**config.mk**
```make
export PLATFORM = sky130hd
export DESIGN_NAME = uart_tx_arbiter
export DESIGN_NICKNAME = d
export VERILOG_FILES = /design/src/rtl/uart_pkg.sv /design/src/rtl/uart_rr_arbiter.sv /design/src/rtl/uart_tx_arbiter.sv
export SDC_FILE = /design/constraint.sdc
export NUM_CORES = 1
export LEC_CHECK = 0
export ABC_AREA = 1
export ABC_CLOCK_PERIOD_IN_PS = 2900
export CELL_PAD_IN_SITES_DETAIL_PLACEMENT = 0
export CELL_PAD_IN_SITES_GLOBAL_PLACEMENT = 1
export CORE_MARGIN = 3
export CORE_UTILIZATION = 31
export DETAILED_ROUTE_END_ITERATION = 10
export PLACE_DENSITY_LB_ADDON = 0.1
export SLEW_MARGIN = 20
export SYNTH_ARGS = -nofsm -noshare
export SYNTH_HDL_FRONTEND = slang
export SYNTH_HIERARCHICAL = 1
export SYNTH_SLANG_ARGS = --single-unit
```
**constraint.sdc**
```tcl
create_clock -name clk_i -period 2.9 [get_ports clk_i]
set_input_delay 0.29 -clock clk_i [delete_from_list [all_inputs] [get_ports clk_i]]
set_output_delay 0.29 -clock clk_i [all_outputs]
set_load 0.005 [all_outputs]
```
**src/rtl/uart_pkg.sv**
```systemverilog
// Shared definitions for the UART transmit arbiter: FSM encoding, widths and
// frame-config field positions.
package uart_pkg;

    localparam int DATA_W = 8;
    localparam int CONF_W = 5;

    localparam int PARITY_EN_BIT = 0;
    localparam int STOP_SIZE_LSB = 1;
    localparam int DATA_SIZE_LSB = 3;

    typedef logic [1:0] state_t;

    localparam state_t Idle  = 2'd0;
    localparam state_t Start = 2'd1;
    localparam state_t Wait  = 2'd2;

    // Rebuilds a config word field by field so the layout lives in one place.
    function automatic logic [CONF_W-1:0] conf_fields(input logic [CONF_W-1:0] conf);
        return {conf[DATA_SIZE_LSB +: 2], conf[STOP_SIZE_LSB +: 2], conf[PARITY_EN_BIT]};
    endfunction

endpackage

```
**src/rtl/uart_rr_arbiter.sv**
```systemverilog
// Combinational round-robin arbiter: rotate requests by the pointer, pick the
// lowest set bit, rotate the index back.
module uart_rr_arbiter #(
    parameter int NUM_REQ = 4,
    parameter int IDX_W   = $clog2(NUM_REQ)
) (
    input  logic [NUM_REQ-1:0] req_i,
    input  logic [IDX_W-1:0]   ptr_i,
    output logic [NUM_REQ-1:0] gnt_o,
    output logic [IDX_W-1:0]   idx_o,
    output logic               any_o
);

    localparam logic [IDX_W:0] N_W = (IDX_W+1)'(NUM_REQ);

    logic [NUM_REQ-1:0] rot;
    logic [IDX_W:0]     pos;
    logic [IDX_W-1:0]   idx_r;
    logic [IDX_W:0]     sum;

    always_comb begin
        rot = '0;
        pos = '0;
        for (int i = 0; i < NUM_REQ; i++) begin
            pos = (IDX_W+1)'(i) + {1'b0, ptr_i};
            if (pos >= N_W) pos = pos - N_W;
            rot[i] = req_i[pos[IDX_W-1:0]];
        end
    end

    // Scan downward so the lowest set bit is the one that sticks.
    always_comb begin
        idx_r = '0;
        any_o = 1'b0;
        for (int i = NUM_REQ-1; i >= 0; i--) begin
            if (rot[i]) begin
                idx_r = IDX_W'(i);
                any_o = 1'b1;
            end
        end
    end

    always_comb begin
        sum = {1'b0, idx_r} + {1'b0, ptr_i};
        if (sum >= N_W) sum = sum - N_W;
        idx_o = sum[IDX_W-1:0];
        gnt_o = '0;
        if (any_o) gnt_o[idx_o] = 1'b1;
    end

endmodule

```
**src/rtl/uart_tx_arbiter.sv**
```systemverilog
// Shares one UART transmit engine between NUM_REQ byte sources: round-robin
// grant, latch byte/config, baud-qualified start, wait for done or timeout.
module uart_tx_arbiter
    import uart_pkg::*;
#(
    parameter int NUM_REQ       = 4,
    parameter int TIMEOUT_TICKS = 4096
) (
    input  logic                       clk_i,
    input  logic                       rst_i,
    input  logic                       enable_i,
    input  logic [NUM_REQ-1:0]         req_valid_i,
    output logic [NUM_REQ-1:0]         req_ready_o,
    input  logic [NUM_REQ*8-1:0]       req_data_i,
    input  logic [NUM_REQ*5-1:0]       req_conf_i,
    input  logic                       baud_en_i,
    input  logic                       tx_done_i,
    output logic                       tx_en_o,
    output logic                       tx_start_o,
    output logic [7:0]                 tx_data_o,
    output logic [4:0]                 tx_conf_o,
    output logic [$clog2(NUM_REQ)-1:0] grant_id_o,
    output logic                       busy_o,
    output logic                       timeout_o
);

    localparam int IDX_W = $clog2(NUM_REQ);
    localparam logic [IDX_W:0] N_W      = (IDX_W+1)'(NUM_REQ);
    localparam logic [15:0]    TMO_LAST = 16'(TIMEOUT_TICKS - 1);

    state_t             state_q, state_d;
    logic [IDX_W-1:0]   ptr_q;
    logic [15:0]        cnt_q;
    logic [DATA_W-1:0]  data_q;
    logic [CONF_W-1:0]  conf_q;
    logic [IDX_W-1:0]   gid_q;
    logic               tx_en_q;
    logic               timeout_q;

    logic [NUM_REQ-1:0] arb_req;
    logic [NUM_REQ-1:0] gnt;
    logic [IDX_W-1:0]   gidx;
    logic               gany;
    logic               hs;
    logic               tmo_hit;
    logic               xfer_end;
    logic [IDX_W:0]     ptr_inc;
    logic [DATA_W-1:0]  sel_data;
    logic [CONF_W-1:0]  sel_conf;

    // Ready is withheld during reset so no handshake can slip through it.
    assign arb_req = (state_q == Idle && enable_i && !rst_i) ? req_valid_i : '0;

    uart_rr_arbiter #(
        .NUM_REQ (NUM_REQ),
        .IDX_W   (IDX_W)
    ) u_arb (
        .req_i (arb_req),
        .ptr_i (ptr_q),
        .gnt_o (gnt),
        .idx_o (gidx),
        .any_o (gany)
    );

    assign hs       = gany;
    assign tmo_hit  = (state_q == Wait) && !tx_done_i && baud_en_i && (cnt_q == TMO_LAST);
    assign xfer_end = (state_q == Wait) && (tx_done_i || tmo_hit);

    always_comb begin
        sel_data = '0;
        sel_conf = '0;
        for (int k = 0; k < NUM_REQ; k++) begin
            if (gnt[k]) begin
                sel_data = req_data_i[k*8 +: 8];
                sel_conf = req_conf_i[k*5 +: 5];
            end
        end
    end

    always_comb begin
        ptr_inc = {1'b0, gid_q} + 1'b1;
        if (ptr_inc >= N_W) ptr_inc = '0;
    end

    always_ff @(posedge clk_i) begin
        if (rst_i) state_q <= Idle;
        else       state_q <= state_d;
    end

    always_comb begin
        state_d = Idle;
        case (state_q)
            Idle:    state_d = hs ? Start : Idle;
            Start:   state_d = baud_en_i ? Wait : Start;
            Wait:    state_d = xfer_end ? Idle : Wait;
            default: state_d = Idle;
        endcase
    end

    always_comb begin
        busy_o     = (state_q != Idle);
        tx_start_o = (state_q == Start);
    end

    always_ff @(posedge clk_i) begin
        if (rst_i) begin
            ptr_q     <= '0;
            cnt_q     <= '0;
            data_q    <= '0;
            conf_q    <= '0;
            gid_q     <= '0;
            tx_en_q   <= 1'b0;
            timeout_q <= 1'b0;
        end else begin
            tx_en_q   <= enable_i;
            timeout_q <= tmo_hit;
            if (hs) begin
                data_q <= sel_data;
                conf_q <= conf_fields(sel_conf);
                gid_q  <= gidx;
                cnt_q  <= '0;
            end else if (state_q == Wait && baud_en_i) begin
                cnt_q <= cnt_q + 16'd1;
            end
            if (xfer_end) ptr_q <= ptr_inc[IDX_W-1:0];
        end
    end

    assign req_ready_o = gnt;
    assign tx_en_o     = tx_en_q;
    assign tx_data_o   = data_q;
    assign tx_conf_o   = conf_q;
    assign grant_id_o  = gid_q;
    assign timeout_o   = timeout_q;

endmodule

```
==> reports/results.tsv, run 1 <==
metric	value	unit
nNetsFinal	557	
postRouteAntennaNets	0	
rows	31	
grt_usage	0.166	
rsz0062_at_grt	true	
finalSetupViolCount	0	
status	completed	
synth_top_area_cell	dfxtp_1	
synthesis.area	2390	um2
viasPerCell	4.49	
yosys.cell_types.count	32	
drcViolationCount	0	
worst_ir_drop_vdd	0.000264	V
drive_gt1_frac	0.261	
gp_congestion	0.741	
p_per_area	471	nW/um2
clk_pin_slew	0.07	ns
clock_sink_count	37	
timing.fmax	356	MHz
busiest_layer	met2	
drt-wirelength-per-cell	11.7	um
synth_commonest_cells	nand2_1 (69), nor2_1 (56), a21oi_1 (40), inv_1 (40), dfxtp_1 (37)	
antenna_found_initial	0	
area_delta_synth_final	66.0	%
grt_first_pass_wirelength	11900	um
fin_crit_sh	0.967	
hp-class	input pin to register	
worstMarginPinSlew	0.325	ns
worstSetupStartpointType	register	
insertion_delay	0.29	ns
grt_max_degree	17	
cp_slowest_cell	dfxtp_2	
path_cells	nor2_4 -> nand2_4 -> nor2_4 -> buf_6 -> nand2_2 -> nand2_2 -> nand2_2 -> nand2_2 -> a21oi_2 -> nor2_1 -> ha_2 -> xnor2_4 -> nand3_4 -> buf_6 -> a21oi_4 -> buf_6 -> buf_6	
clockBufferDepth	2	
firstDrtPassIters	4	
worst_slack	0.0947	ns
synth.most_common_cell	nand2_1	
critPathRequiredTime	2.61	ns
gr-total-overflow	0	
crit_type	register to output port	
synthFlopType	dfxtp_1	
yosysTopAreaCellShare	0.310	
diodes	0	
pre_cts_ws	-0.511	ns
postLayoutCoreUtil	0.539	
dieArea	8810	um2
period_minus_slack	2.81	ns
cp_max_fo	4	
netlist_top_cells_area	dfxtp_1 (31%), nand2_1 (11%), nor2_1 (8.8%)	
initial_utilization	0.325	
grt_util_met2	0.270	
drt-initial-drc-count	60	
finalPower	1.87	mW
synth_edf_count	0	
r2r_slack	0.14	ns
syn_avg_cell_area	6.41	um2
finalMaxSlewViolations	0	
syn_inst	373	
slowest_delay	0.34	ns
design_area	3970	um2
synth_seq_cells	37	
routed_wl	6940	um
dieHeight	93.8	um
dpl-instance-area	3500	um2
hpwlAfterDp	5120	um
tritoncts	yes	
yosysWarnings	6	
whs	0.342	ns
hold_viol_final	0	
ys_seq_area_frac	0.310	
clock-root-buffer	clkbuf_8	
grtUsageMet3	0.0617	
cts_buffers	5	
clock_skew	0.0106	ns
core_region_area	7370	um2
vias	2665	
async_reset_ff_frac	0	
io_pins	84	
maxCapViolCount	0	
htree_num_levels	2	
slew_headroom	0.783	
cp.arrival	2.52	ns
p_leak	1.56	nW
die_w	93.8	um
portBuffers	83	
grt_pass1_vias	2654	
use_met1	0.204	
synth_nets	437	
setup.worst_path.end_class	output port	
==> cell type report <==
cell class / count / area (um2)
Timing Repair Buffer: 123 / 1220
Inverter: 43 / 183
Multi-Input combinational cell: 281 / 1570
Timing Repair inverter: 2 / 15.0
Tap cell: 99 / 124
Fill cell: 709 / 3400
Clock inverter: 1 / 30.0
Sequential cell: 37 / 742
Clock buffer: 7 / 86.3
==> cell families (layout without fill, tap and decap cells) <==
group,Yosys count,count (layout),share of synthesized area
simple gates,199,199,0.401
compound gates,77,77,0.165
buf+inv,55,176,0.101
flops,37,37,0.310
fa+ha+maj,3,3,0.0157
xor+xnor,2,2,0.00732
==> where the power goes <==
part	internal [mW]	leakage, nW	total (mW)	switching, mW
Clock	0.281	0.0585	0.472	0.191
Combinational	0.431	1.20	0.823	0.392
Sequential	0.548	0.300	0.574	0.0259
==> registers in the layout, summed over array words and instances, names as in the netlist <==
signal and flops:
tx_conf_o 5, grant_id_o 2, tx_en_o 1, tx_data_o 8, state_q 2, cnt_q 16, timeout_o 1, ptr_q 2
==> per-layer routing <==
| layer | wire, um | share of wire | vias up |
|---|---|---|---|
| li1 | - | - | 1441 |
| met1 | 3130 | 0.45 | 1122 |
| met2 | 3040 | 0.44 | 93 |
| met3 | 658 | 0.095 | 9 |
| met4 | 116 | 0.017 | 0 |
| met5 | 0 | 0 | - |
==> metrics by stage <==
stage          instances  TNS (ns)
6_report             593         0
5_1_grt              593     -1.13
4_1_cts              591         0
3_5_place_dp         570     -8.11
3_3_place_gp         570     -8.18
2_1_floorplan        373         0
==> layout by cell type, fill, tap and decap left out, types with 11 or more instances in the layout <==
master            n
nor2_1           44
inv_1            36
nand2_1          64
o21ai_1          18
o21ai_0          16
a21oi_1          29
clkdlybuf4s50_1  77
buf_4            27
dfxtp_1          36
nor2_2           11
nand2_2          23
nand3_1          25
==> critical path, delay by kind of cell, from the launching register on <==
kind	cells	cell delay (ns)
AOI/OAI and AO/OA	2	0.29
xor gates and xnor gates	1	0.14
adders and majority gates	1	0.23
buffers and inverters	4	0.45
DFF	1	0.34
and+or+nand+nor	9	0.78
==> timing repair <==
item / 4_1_cts / 5_1_grt
setup buffers: 9 / 2
hold buffers: 0 / 0
pin swaps: 24 / 24
resized for setup: 57 / 38
setup endpoints to repair: 17 / 17
cloned: 4 / 0
==> worst paths after layout <==
check	startpoint	endpoint	cells past startpoint
worst max-delay path	state_q[1]	req_ready_o[2]	17
worst min-delay path	rst_i	tx_en_o	2
worst max register to register	state_q[1]	tx_data_o[0]	20
worst min register to register	tx_data_o[3]	tx_data_o[3]	2
No activity file was read; power rests on OpenSTA's default activity.
==> run 2, diff against run 1 <==
--- a/config.mk
+++ b/config.mk
@@ -6,12 +6,13 @@
 export NUM_CORES = 1
 export LEC_CHECK = 0
 export ABC_AREA = 1
-export ABC_CLOCK_PERIOD_IN_PS = 2900
+export ABC_CLOCK_PERIOD_IN_PS = 2550
 export CELL_PAD_IN_SITES_DETAIL_PLACEMENT = 0
 export CELL_PAD_IN_SITES_GLOBAL_PLACEMENT = 1
 export CORE_MARGIN = 3
-export CORE_UTILIZATION = 31
+export CORE_UTILIZATION = 28
 export DETAILED_ROUTE_END_ITERATION = 10
+export HOLD_SLACK_MARGIN = 0.1
 export PLACE_DENSITY_LB_ADDON = 0.1
 export SLEW_MARGIN = 20
 export SYNTH_ARGS = -nofsm -noshare
==> constraint.sdc (replaced) <==
create_clock -name clk_i -period 2.55 [get_ports clk_i]
set_input_delay 0.255 -clock clk_i [delete_from_list [all_inputs] [get_ports clk_i]]
set_output_delay 0.255 -clock clk_i [all_outputs]
set_load 0.005 [all_outputs]
==> run 2 against run 1 <==
The run now ends with setup timing left. Combinational power is 7.3% higher. Sequential share of layout area is 0.58 points higher. Register-to-register slack worse by 0.29 ns. Total power rose by 4.9%. Sequential cell count unchanged. Critical path type unchanged. Largest cell class unchanged. Largest power group unchanged.
==> reports/results.tsv, run 2 (synthesis gave the netlist of run 1 again) <==
metric	value	unit
period_minus_slack	2.73	ns
drt-wirelength-per-cell	12.8	um
clockBufferDepth	2	
core_region_area	8260	um2
clk_pin_slew	0.08	ns
hp-class	input pin to register	
startpoint	state_q[1]	
p_int	1.29	mW
dieArea	9690	um2
hold_viol_final	0	
combPwrFrac	0.450	
nNetsFinal	550	
insertion_delay	0.28	ns
cts_hold_buf	0	
fin_crit_sh	1.07	
postRouteAntennaNets	0	
grt_usage	0.154	
clock-root-buffer	clkbuf_8	
critPathRequiredTime	2.30	ns
grt_pass1_vias	2653	
routed_wl	7540	um
dieHeight	98.4	um
grt_first_pass_wirelength	12300	um
timing.fmax	367	MHz
hpwlAfterDp	5680	um
worstMarginPinSlew	0.286	ns
cp.arrival	2.47	ns
power_frac_clock	0.216	
firstDrtPassIters	4	
htree_num_levels	2	
setup.worst_path.end_class	output port	
portBuffers	83	
regMostFlops	cnt_q	
whs	0.332	ns
viasPerCell	4.50	
clock_skew	0.00775	ns
worst_slack	-0.177	ns
finalMaxSlewViolations	0	
worstSetupStartpointType	register	
initial_utilization	0.290	
tritoncts	yes	
die_w	98.4	um
area_delta_synth_final	61.3	%
largest_reg_flops	16	
hp-start	rst_i	
final_common_cell	clkdlybuf4s50_1	
vias	2661	
drive_gt1_frac	0.253	
violations	setup timing	
pre_cts_ws	-0.706	ns
drt-initial-drc-count	74	
postLayoutCoreUtil	0.467	
gr-total-overflow	0	
diodes	0	
gp_congestion	0.797	
drcViolationCount	0	
p_sw_frac	0.343	
io_pins	84	
crit_type	register to output port	
p_leak	1.50	nW
finalPower	1.96	mW
maxCapViolCount	0	
rsz0062_at_grt	true	
finalSetupViolCount	17	
seqPwrFrac	0.333	
r2r-start	state_q[1]	
cp_max_fo	4	
antenna_found_initial	0	
rows	33	
grt_max_degree	17	
clock_sink_count	37	
status	complete, but fails checks	
p_per_area	508	nW/um2
cts_buffers	5	
slew_headroom	0.808	
power.switching	0.672	mW
final_cell_mix	clkdlybuf4s50_1 (77), nand2_1 (61), nor2_1 (46)	
worst_ir_drop_vdd	0.000183	V
-- run 2: timing repair --
| action | CTS | global route |
|---|---|---|
| buffers inserted | 3 | 1 |
| cloned | 2 | 1 |
| pin swaps | 17 | 26 |
| gates resized for setup | 40 | 37 |
| endpoints found under the setup margin | 17 | 18 |
-- run 2: path summary, 6_finish.rpt --
kind	to	slack, ns	cells after the start
worst max-delay path	req_ready_o[3]	-0.18	15
worst min-delay path	tx_en_o	0.33	2
worst max register to register	tx_data_o[0]	-0.15	20
worst min register to register	tx_data_o[2]	0.45	2
-- run 2: cell type report --
type                       instances  area (um2)
clock inverter                     1        7.51
sequential                        37         743
multi-input combinational        281        1570
clock buffer                       6        82.6
tap                              105         131
timing repair buffer             116        1130
inverter                          43         180
fill                             870        4400
timing repair inverter             2        15.0
-- run 2: per-stage QoR --
step           TNS [ns]  instances  cell area (um2)
2_1_floorplan         0        373             2450
3_3_place_gp     -11.27        577             3570
3_5_place_dp     -11.93        577             3570
4_1_cts           -1.76        589             3720
5_1_grt           -5.69        591             3860
6_report          -2.05        591             3860
-- run 2: metal layers --
metal  global-route usage  part of all wire  vias to the layer above
met5                    0                 0                        -
met4               0.0420             0.015                        0
met3               0.0552             0.081                        8
met2                0.255              0.46                       78
met1                0.190              0.44                     1147
li1                     -                 -                     1428
-- run 2: critical path, stage by stage (launching register included) --
cell and delay, ns:
dfxtp_2 0.34, nor2_4 0.13, nand2_4 0.10, nor2_4 0.12
inv_2 0.05, nand2_2 0.05, nand2_1 0.05, nand2_1 0.07
nand2_2 0.07, a21oi_2 0.13, nor2_1 0.05, ha_2 0.20
xnor2_4 0.21, nand3_4 0.13, a21oi_2 0.22, clkdlybuf4s15_1 0.26
-- run 2: power by group through the flow --
stage          Combinational, mW  Sequential (mW)  Clock (mW)
2_1_floorplan              0.417            0.665           0
3_3_place_gp               0.804            0.663           0
3_5_place_dp               0.800            0.664           0
4_1_cts                    0.842            0.654       0.445
5_1_grt                    0.981            0.659       0.468
6_report                   0.883            0.653       0.423
==> run 3, diff against run 2 <==
--- a/config.mk
+++ b/config.mk
@@ -6,9 +6,9 @@
 export NUM_CORES = 1
 export LEC_CHECK = 0
 export ABC_AREA = 1
-export ABC_CLOCK_PERIOD_IN_PS = 2550
 export CELL_PAD_IN_SITES_DETAIL_PLACEMENT = 0
 export CELL_PAD_IN_SITES_GLOBAL_PLACEMENT = 1
+export CORE_ASPECT_RATIO = 0.8
 export CORE_MARGIN = 3
 export CORE_UTILIZATION = 28
 export DETAILED_ROUTE_END_ITERATION = 10
==> run 3 against run 2 <==
The flow still finishes with violations (setup timing). Utilization increased by 1.6 points. Combinational power increased by 5.2%. Die area about the same. Via count increased by 1.2%. Total power increased by 1.5%. Cell area increased by 1.8%. Sequential share of layout area decreased by 0.35 points. Global-route usage increased by 1.7 points. Worst setup slack improved by 0.020 ns. Critical path depth increased by 2. Count of clock-buffer cells in the layout unchanged. Cell count increased by 2.0%. Critical path type unchanged. Critical endpoint is now req_ready_o[1].
==> reports/results.tsv, run 3 (synthesis gave the netlist of run 1 again) <==
metric	value	unit
status	complete, but fails checks	
violations	setup timing	
largest_reg_flops	16	
viasPerCell	4.46	
grt_max_degree	15	
clock_sink_count	37	
period_minus_slack	2.71	ns
slowest_delay	0.34	ns
initial_utilization	0.294	
power.switching	0.707	mW
r2r-start	state_q[1]	
cp_slowest_cell	dfxtp_2	
worstMarginPinSlew	0.281	ns
use_met1	0.249	
clock_skew	0.00962	ns
tns	-1.61	ns
regMostFlops	cnt_q	
multiInputGateArea	1600	um2
core_region_area	8130	um2
dpl-instance-area	3600	um2
r2r_slack	-0.12	ns
hp-start	rst_i	
rsz0062_at_grt	true	
insertion_delay	0.28	ns
finalMaxSlewViolations	0	
hold_end	tx_en_o	
combPwrFrac	0.467	
dieHeight	88.7	um
worstSetupStartpointType	register	
clk_pin_slew	0.08	ns
hold_viol_final	0	
worst_slack	-0.157	ns
p_sw_frac	0.355	
cp.arrival	2.45	ns
grt_first_pass_wirelength	12900	um
path_cells	nor2_4 -> nand2_4 -> nor2_4 -> buf_4 -> nand2_2 -> nand2_2 -> nand2_1 -> nand2_2 -> a21oi_2 -> nor2_1 -> ha_2 -> xnor2_4 -> inv_2 -> nand2_4 -> nand2_4 -> nor2_4 -> buf_2	
htree_num_levels	2	
fin_crit_sh	1.06	
antenna_found_initial	0	
ff2ff_path_depth	20	
startpoint	state_q[1]	
nFillCells	852	
crit_type	register to output port	
grtUsageMet3	0.0525	
rows	29	
slew_headroom	0.811	
rr_endpoint	tx_data_o[3]	
cts_buffers	5	
maxCapViolCount	0	
routed_wl	7880	um
pre_cts_ws	-0.760	ns
seqPwrFrac	0.329	
final_common_cell	clkdlybuf4s50_1	
drt-wirelength-per-cell	13.1	um
cp_max_fo	4	
area_delta_synth_final	64.3	%
nNetsFinal	558	
hpwlAfterDp	6180	um
firstDrtPassIters	4	
die_w	109	um
design_area	3930	um2
postRouteAntennaNets	0	
busiest_layer	met2	
dieArea	9700	um2
vias	2692	
clockBufferDepth	2	
portBuffers	83	
diodes	0	
gp_congestion	0.778	
io_pins	84	
whs	0.423	ns
finalSetupViolCount	17	
grt_util_met2	0.249	
hp-class	input pin to register	
p_int	1.28	mW
postLayoutCoreUtil	0.484	
whs_path_depth	3	
grt_pass1_vias	2693	
register_area	743	um2
p_per_area	506	nW/um2
critPathRequiredTime	2.30	ns
drive_gt1_frac	0.279	
tritoncts	yes	
drt-initial-drc-count	137	
setup.worst_path.end_class	output port	
worst_ir_drop_vdd	0.000286	V
timing.fmax	369	MHz
cts_hold_buf	0	
drcViolationCount	0	
power_frac_clock	0.204	
grt_usage	0.171	
p_leak	1.54	nW
final_cell_mix	clkdlybuf4s50_1 (77), nand2_1 (60), nor2_1 (39)	
gr-total-overflow	0	
clock-root-buffer	clkbuf_8	
run 3: routing by layer:
layer / wire (um) / vias to the layer above
met2: 3210 / 67
li1: - / 1446
met3: 596 / 2
met4: 31 / 0
met1: 4040 / 1177
met5: 0 / -
run 3: cell type report:
cell class	instances	share of cell area
Timing Repair inverter	1	0.00191
Tap cell	108	0.0344
Inverter	43	0.0449
Clock buffer	6	0.0185
Multi-Input combinational cell	281	0.407
Clock inverter	2	0.00255
Sequential cell	37	0.189
Timing Repair Buffer	125	0.301
run 3: power groups by stage:
stage / logic (mW) / clock network (mW) / registers, mW
after floorplan: 0.417 / 0 / 0.665
after global placement: 0.835 / 0 / 0.664
after detailed placement: 0.829 / 0 / 0.664
after CTS: 0.871 / 0.421 / 0.654
after global routing: 1.03 / 0.445 / 0.660
final: 0.929 / 0.406 / 0.654
run 3: stage by stage:
| step | instances | power [mW] |
|---|---|---|
| after global routing | 603 | 2.13 |
| after floorplan | 373 | 1.08 |
| after detailed placement | 584 | 1.49 |
| after CTS | 601 | 1.95 |
| final | 603 | 1.99 |
| after global placement | 584 | 1.50 |
run 3: how the worst max path moves through the flow:
stage	to	slack [ns]
global route	tx_data_o[6]	-0.32
global placement	req_ready_o[1]	-0.70
finish	req_ready_o[1]	-0.16
floorplan	tx_data_o[6]	0.005
detailed placement	req_ready_o[1]	-0.76
CTS	req_ready_o[2]	-0.18
run 3: timing repair:
item,CTS,global route
gates cloned,1,0
pin swaps,20,27
hold endpoints to repair,0,0
endpoints found under the setup margin,17,18
gates resized for setup,41,54
buffers inserted,8,2
run 3: worst max-delay path, delay by kind of cell (launching register included):
family | cells | cell delay [ns]
simple gates | 11 | 1.06
flops | 1 | 0.34
buf+inv | 3 | 0.33
fa+ha+maj | 1 | 0.23
xor+xnor | 1 | 0.15
compound gates | 1 | 0.05
